--- config.mk ---
export PLATFORM = sky130hd
export DESIGN_NAME = i2c_cmd_queue
export DESIGN_NICKNAME = d
export VERILOG_FILES = /design/src/rtl/i2c_pkg.sv /design/src/rtl/i2c_cmd_queue_sync_fifo.sv /design/src/rtl/i2c_cmd_queue.sv
export SDC_FILE = /design/constraint.sdc
export NUM_CORES = 1
export LEC_CHECK = 0
export ABC_AREA = 1
export CORE_AREA = 3 3 90 135
export DETAILED_ROUTE_END_ITERATION = 10
export DIE_AREA = 0 0 93 138
export DONT_BUFFER_PORTS = 1
export PLACE_DENSITY = 0.72
export SLEW_MARGIN = 20
export SYNTH_ARGS = -nofsm -noshare
export SYNTH_HDL_FRONTEND = slang
export SYNTH_SLANG_ARGS = --single-unit
--- constraint.sdc ---
create_clock -name clk -period 7.3 [get_ports clk]
set_clock_uncertainty 0.15 [all_clocks]
set_input_delay 1.46 -clock clk [delete_from_list [all_inputs] [get_ports clk]]
set_output_delay 1.46 -clock clk [all_outputs]
set_load 0.05 [all_outputs]
--- src/rtl/i2c_pkg.sv ---
// Shared types for the i2c command queue: FSM states and the packed command word.
package i2c_pkg;

  localparam int I2C_ADDR_W = 7;
  localparam int I2C_DATA_W = 16;
  localparam int CMD_W      = 2 + I2C_ADDR_W + I2C_DATA_W;

  typedef enum logic [2:0] {
    ST_IDLE      = 3'd0,
    ST_LAUNCH    = 3'd1,
    ST_WAIT_BUSY = 3'd2,
    ST_WAIT_DONE = 3'd3,
    ST_RESP      = 3'd4
  } state_t;

  // Command word as it sits in the FIFO: {rw, two_bytes, addr, data}
  typedef struct packed {
    logic                  rw;
    logic                  two_bytes;
    logic [I2C_ADDR_W-1:0] addr;
    logic [I2C_DATA_W-1:0] data;
  } cmd_t;

endpackage

--- src/rtl/i2c_cmd_queue_sync_fifo.sv ---
// Small synchronous FIFO. The head entry is visible combinationally so the
// consumer can pop it and register its fields in the same cycle.
module sync_fifo #(
  parameter  int WIDTH = 25,
  parameter  int DEPTH = 4,
  localparam int AW    = $clog2(DEPTH)
) (
  input  logic             clk,
  input  logic             rst,
  input  logic             push,
  input  logic [WIDTH-1:0] din,
  input  logic             pop,
  output logic [WIDTH-1:0] dout,
  output logic             full,
  output logic             empty,
  output logic [AW:0]      level
);

  localparam logic [AW:0] FULL_LEVEL = DEPTH[AW:0];

  logic [WIDTH-1:0] r_mem [DEPTH];
  logic [AW-1:0]    r_wr_ptr;
  logic [AW-1:0]    r_rd_ptr;
  logic [AW:0]      r_level;
  logic             w_do_push;
  logic             w_do_pop;

  assign w_do_push = push & ~full;
  assign w_do_pop  = pop & ~empty;

  // Storage write; contents need no reset because level gates every read.
  always_ff @(posedge clk) begin
    if (w_do_push) begin
      r_mem[r_wr_ptr] <= din;
    end
  end

  // Pointers wrap naturally (DEPTH is a power of two); level tracks occupancy.
  always_ff @(posedge clk or posedge rst) begin
    if (rst) begin
      r_wr_ptr <= '0;
      r_rd_ptr <= '0;
      r_level  <= '0;
    end else begin
      if (w_do_push) r_wr_ptr <= r_wr_ptr + AW'(1);
      if (w_do_pop)  r_rd_ptr <= r_rd_ptr + AW'(1);
      case ({w_do_push, w_do_pop})
        2'b10:   r_level <= r_level + (AW+1)'(1);
        2'b01:   r_level <= r_level - (AW+1)'(1);
        default: r_level <= r_level;
      endcase
    end
  end

  assign dout  = r_mem[r_rd_ptr];
  assign full  = (r_level == FULL_LEVEL);
  assign empty = (r_level == '0);
  assign level = r_level;

endmodule

--- src/rtl/i2c_cmd_queue.sv ---
// Command queue in front of the i2c master: buffers requests, launches them one
// at a time on the master's start/ready handshake and returns one response each.
module i2c_cmd_queue
  import i2c_pkg::*;
#(
  parameter  int DEPTH   = 4,
  parameter  int TIMEOUT = 1024,
  localparam int LW      = $clog2(DEPTH) + 1
) (
  input  logic                  clk,
  input  logic                  rst,
  input  logic                  cmd_valid,
  output logic                  cmd_ready,
  input  logic                  cmd_rw,
  input  logic                  cmd_two_bytes,
  input  logic [I2C_ADDR_W-1:0] cmd_addr,
  input  logic [I2C_DATA_W-1:0] cmd_data,
  output logic                  m_start,
  output logic                  m_rw,
  output logic                  m_two_bytes,
  output logic [I2C_ADDR_W-1:0] m_addr,
  output logic [I2C_DATA_W-1:0] m_data,
  input  logic                  m_ready,
  input  logic [I2C_DATA_W-1:0] m_read_data,
  output logic                  rsp_valid,
  output logic                  rsp_rw,
  output logic [I2C_DATA_W-1:0] rsp_data,
  output logic                  rsp_err,
  output logic [LW-1:0]         fifo_level
);

  // Timer counts cycles since the LAUNCH cycle; it expires on its last value.
  localparam int          TW     = $clog2(TIMEOUT + 1);
  localparam logic [TW-1:0] T_LAST = TW'(TIMEOUT - 1);

  state_t                r_state, w_state_next;
  logic [TW-1:0]         r_timer, w_timer_next;
  cmd_t                  r_cmd;
  logic                  r_rsp_rw;
  logic [I2C_DATA_W-1:0] r_rsp_data, w_rsp_data_next;
  logic                  r_rsp_err, w_rsp_err_next;
  logic                  w_rsp_load;
  logic                  w_pop;
  logic                  w_full;
  logic                  w_empty;
  cmd_t                  w_push_word;
  cmd_t                  w_head;

  assign w_push_word = '{rw: cmd_rw, two_bytes: cmd_two_bytes, addr: cmd_addr, data: cmd_data};

  sync_fifo #(
    .WIDTH (CMD_W),
    .DEPTH (DEPTH)
  ) u_fifo (
    .clk   (clk),
    .rst   (rst),
    .push  (cmd_valid & ~w_full),
    .din   (w_push_word),
    .pop   (w_pop),
    .dout  (w_head),
    .full  (w_full),
    .empty (w_empty),
    .level (fifo_level)
  );

  // State, timer, launched command and response holding registers.
  always_ff @(posedge clk or posedge rst) begin
    if (rst) begin
      r_state    <= ST_IDLE;
      r_timer    <= '0;
      r_cmd      <= '0;
      r_rsp_rw   <= 1'b0;
      r_rsp_data <= '0;
      r_rsp_err  <= 1'b0;
    end else begin
      r_state <= w_state_next;
      r_timer <= w_timer_next;
      if (w_pop) r_cmd <= w_head;
      if (w_rsp_load) begin
        r_rsp_rw   <= r_cmd.rw;
        r_rsp_data <= w_rsp_data_next;
        r_rsp_err  <= w_rsp_err_next;
      end
    end
  end

  // Next-state, timer and response decode; completion wins over a same-cycle timeout.
  always_comb begin
    w_state_next    = r_state;
    w_timer_next    = r_timer;
    w_pop           = 1'b0;
    w_rsp_load      = 1'b0;
    w_rsp_data_next = '0;
    w_rsp_err_next  = 1'b0;
    case (r_state)
      ST_IDLE: begin
        if (!w_empty && m_ready) begin
          w_pop        = 1'b1;
          w_timer_next = '0;
          w_state_next = ST_LAUNCH;
        end
      end
      ST_LAUNCH: begin
        w_timer_next = r_timer + TW'(1);
        w_state_next = ST_WAIT_BUSY;
      end
      ST_WAIT_BUSY: begin
        w_timer_next = r_timer + TW'(1);
        if (!m_ready) begin
          w_state_next = ST_WAIT_DONE;
        end else if (r_timer == T_LAST) begin
          w_state_next   = ST_RESP;
          w_rsp_load     = 1'b1;
          w_rsp_err_next = 1'b1;
        end
      end
      ST_WAIT_DONE: begin
        w_timer_next = r_timer + TW'(1);
        if (m_ready) begin
          w_state_next    = ST_RESP;
          w_rsp_load      = 1'b1;
          w_rsp_data_next = r_cmd.rw ? m_read_data : '0;
        end else if (r_timer == T_LAST) begin
          w_state_next   = ST_RESP;
          w_rsp_load     = 1'b1;
          w_rsp_err_next = 1'b1;
        end
      end
      ST_RESP: begin
        w_state_next = ST_IDLE;
      end
      default: begin
        w_state_next = ST_IDLE;
      end
    endcase
  end

  assign cmd_ready   = ~w_full;
  assign m_start     = (r_state == ST_LAUNCH);
  assign m_rw        = r_cmd.rw;
  assign m_two_bytes = r_cmd.two_bytes;
  assign m_addr      = r_cmd.addr;
  assign m_data      = r_cmd.data;
  assign rsp_valid   = (r_state == ST_RESP);
  assign rsp_rw      = r_rsp_rw;
  assign rsp_data    = r_rsp_data;
  assign rsp_err     = r_rsp_err;

endmodule

==> results.md <==
- Status: finished clean
- RSZ-0062 raised after global routing: no
- Final hold viol count: 0
- Min-delay worst type: flip-flop to flip-flop
- CTS root buf: clkbuf_16
- Via count: 4,200
- CP Class: flip-flop to flip-flop
- Final nets: 658
- Top post-synthesis cells by count: 138 x nand2_1, 100 x edfxtp_1, 98 x nor2_1
- Final setup violation count: 0
- Static Leakage: 0.003007 uW
- GR Util All Layers: 20.28%
- Final wirelength: 12,480 um
- Sw Share: 42.64%
- CTS Sinks: 164
- Placeable Area: 0.01106 sq mm
- Worst-path clk slew: 0.06 ns
- Initial Util: 59.97%
- Share of cells above drive strength 1: 9.370%
- Area of placed instances: 0.006758 sq mm
- ANT nets after route: 0
- Final Non-Filler Cells: 766
- Vias in the first global route: 4,175
- Clk buf depth: 2
- Net Sw Power: 1467 uW
- Die area: 0.01283 sq mm
- Required time worst endpoint: 7.44 ns
- Post-synth net total: 656
- DP HPWL: 8081 um
- Crit start category: flip-flop
- Fin crit period: 3.738 ns
- Netlist Area Pre-Place: 0.006630 sq mm
- Synth cell types: 29
- Number of setup buffers added after CTS: 0
- Setup TNS: 0 ns
- Cts hold-fix bufs: 0
- CTS tree: yes
- Reg power frac: 53.1%
- Grt total ovfl: 0
- Vias per Instance: 5.483
- # H-tree levels: 4
- Max transition margin: 37.55%
- Area share of the largest cell type after synthesis: 45.29%
- Post-synth ARST share: 39.02%
- Synthesized instance count: 604
- Period utilization: 51.20%
- Peak Freq: 267.5 MHz
- Synth top area cells: edfxtp_1 45%, dfrtp_1 24%, nand2_1 7.8%
- # IOs: 94
- Buffers added on ports: 0
- Top-count cell post-synth: nand2_1
- First-pass GRT wire length: 20,010 um
- Post-Synth Simple-Gate Area: 17.63%
- Gpl congestion: 0.7925
- CP Capture Type: flip-flop
- Post-DR wirelength/cell: 16.29 um
- Sequential area share after synthesis: 69.45%
- Worst-Skew Late Latency: 0.41 ns
- Int Power: 1974 uW
- Post-synth top area cell: edfxtp_1
- Pwr/cell area: 469.9 mW/mm^2
- Yosys reg bits: 164
- Post-synthesis xor/xnor area fraction: 0.6605%
- Pre-Repair DR Iteration Count: 4
- Count of flip-flops with a built-in enable after synthesis: 100
- Diodes inserted: 0
- Max-slew violations: 0
- Critical path arrival: 3.87 ns
- Ys flop type: edfxtp_1
- Comb power frac: 22.8%
- Tightest Pin Transition: 0.9317 ns
- Remaining DRCs: 0
- Layout area overhead: 10.42%
- Worst-path maximum fanout: 35
- Peak VDD IR: 0.0002501 V
- CTS resizes: 0
- Die Y: 138 um
- Syn_area_per_cell: 10.98 sq um
- Pin count of the biggest net entering global routing: 65
- Initial DRC count: 239
- Row count: 47
- Max-Cap Viols: 0
- CTS buffer count: 17
- Synth Area in Compound Gates: 7.096%
- Die X-Extent: 93 um
- Initial antenna violation count: 0
- Design Area, Final: 0.007321 sq mm
- Largest family of logic cells by synthesized area: simple AND/OR/NAND/NOR gates
- Post-synthesis mux area share: 0%
- Synth Area in Adders: 1.434%
- Clk pwr share: 24.1%
- Synthesis warning total: 0
- Post-Place Cells: 734
-- layout make-up --
type / instances / area, sq um
tap: 147 / 183.9
inverter: 31 / 116.4
fill: 853 / 3735
sequential: 164 / 4604
multi-input combinational: 384 / 1793
clock inverter: 14 / 123.9
timing repair buffer: 8 / 60.06
clock buffer: 18 / 439.2
-- cell families after synthesis --
kind of cell	after synthesis
AO/OA/AOI/OAI	94
XOR/XNOR	5
adder cells (fa/ha/maj)	7
buffers and inverters	56
flip-flops	164
AND/OR/NAND/NOR	278
-- cell usage in the layout (no fill, tap or decap), drive strengths merged --
master    count
dfrtp        64
nand2       140
a21oi        10
nor3          3
fa            1
xnor2         1
inv          36
buf           8
nand4         2
o21ai        84
clkinvlp      4
nand3        33
clkinv        4
xor2          4
ha            6
edfxtp      100
clkbuf       18
bufinv        1
nor2        100
-- routing by layer --
| metal | track usage (%) | wire (um) | vias to the layer above |
|---|---|---|---|
| met5 | 0 | 0 | - |
| met4 | 6.950 | 202 | 0 |
| met3 | 8.043 | 897 | 22 |
| met2 | 36.76 | 6819 | 120 |
| met1 | 20.85 | 4561 | 2035 |
| li1 | - | - | 2023 |
-- path summary, 6_finish.rpt --
kind / to / depth (start not counted) / slack (ns) / from
min reg2reg: r_timer[1] / 2 / 0.35 / r_timer[1]
max reg2reg: u_fifo.level[2] / 10 / 3.56 / u_fifo.level[0]
min in group asynchronous: r_state[2] / 2 / 1.02 / rst
max in group asynchronous: m_data[13] / 2 / 5.44 / rst
max: u_fifo.level[2] / 10 / 3.56 / u_fifo.level[0]
min: r_timer[1] / 2 / 0.35 / r_timer[1]
-- worst max-delay path, stage by stage (launching register included) --
cell and delay, ns:
dfrtp_1 0.68, inv_1 0.20, nand3_1 0.20, nand3_2 0.60, inv_2 0.69, ha_1 0.23, inv_1 0.07, fa_1 0.38
a21oi_1 0.14, o21ai_0 0.11, xor2_1 0.16
-- power groups by stage --
stage	clock, uW	combinational, uW	sequential (uW)
floorplan	0	634	1780
global placement	0	757	1840
detailed placement	0	790	1850
CTS	843	799	1830
global route	888	903	1850
finish	829	785	1830
-- flip-flops by register name (all words and copies together) (netlist names) --
name / count
u_fifo.r_mem: 100
u_fifo.r_rd_ptr: 2
rsp_rw: 1
u_fifo.level: 3
m_addr: 7
m_rw: 1
m_two_bytes: 1
r_state: 3
rsp_data: 16
m_data: 16
r_timer: 11
u_fifo.r_wr_ptr: 2
rsp_err: 1
-- stage by stage --
step | hold slack [ns] | utilization (%) | total power (uW) | setup slack (ns)
6_report | 0.3512 | 66.22 | 3440 | 3.562
2_1_floorplan | 0.3183 | - | 2416 | 4.003
5_1_grt | 0.3730 | 66.22 | 3643 | 3.160
3_5_place_dp | 0.3466 | 61.12 | 2637 | 3.107
4_1_cts | 0.3578 | 66.22 | 3471 | 3.448
3_3_place_gp | 0.3378 | 61.12 | 2594 | 3.210
(Power assumes the default switching activity.)
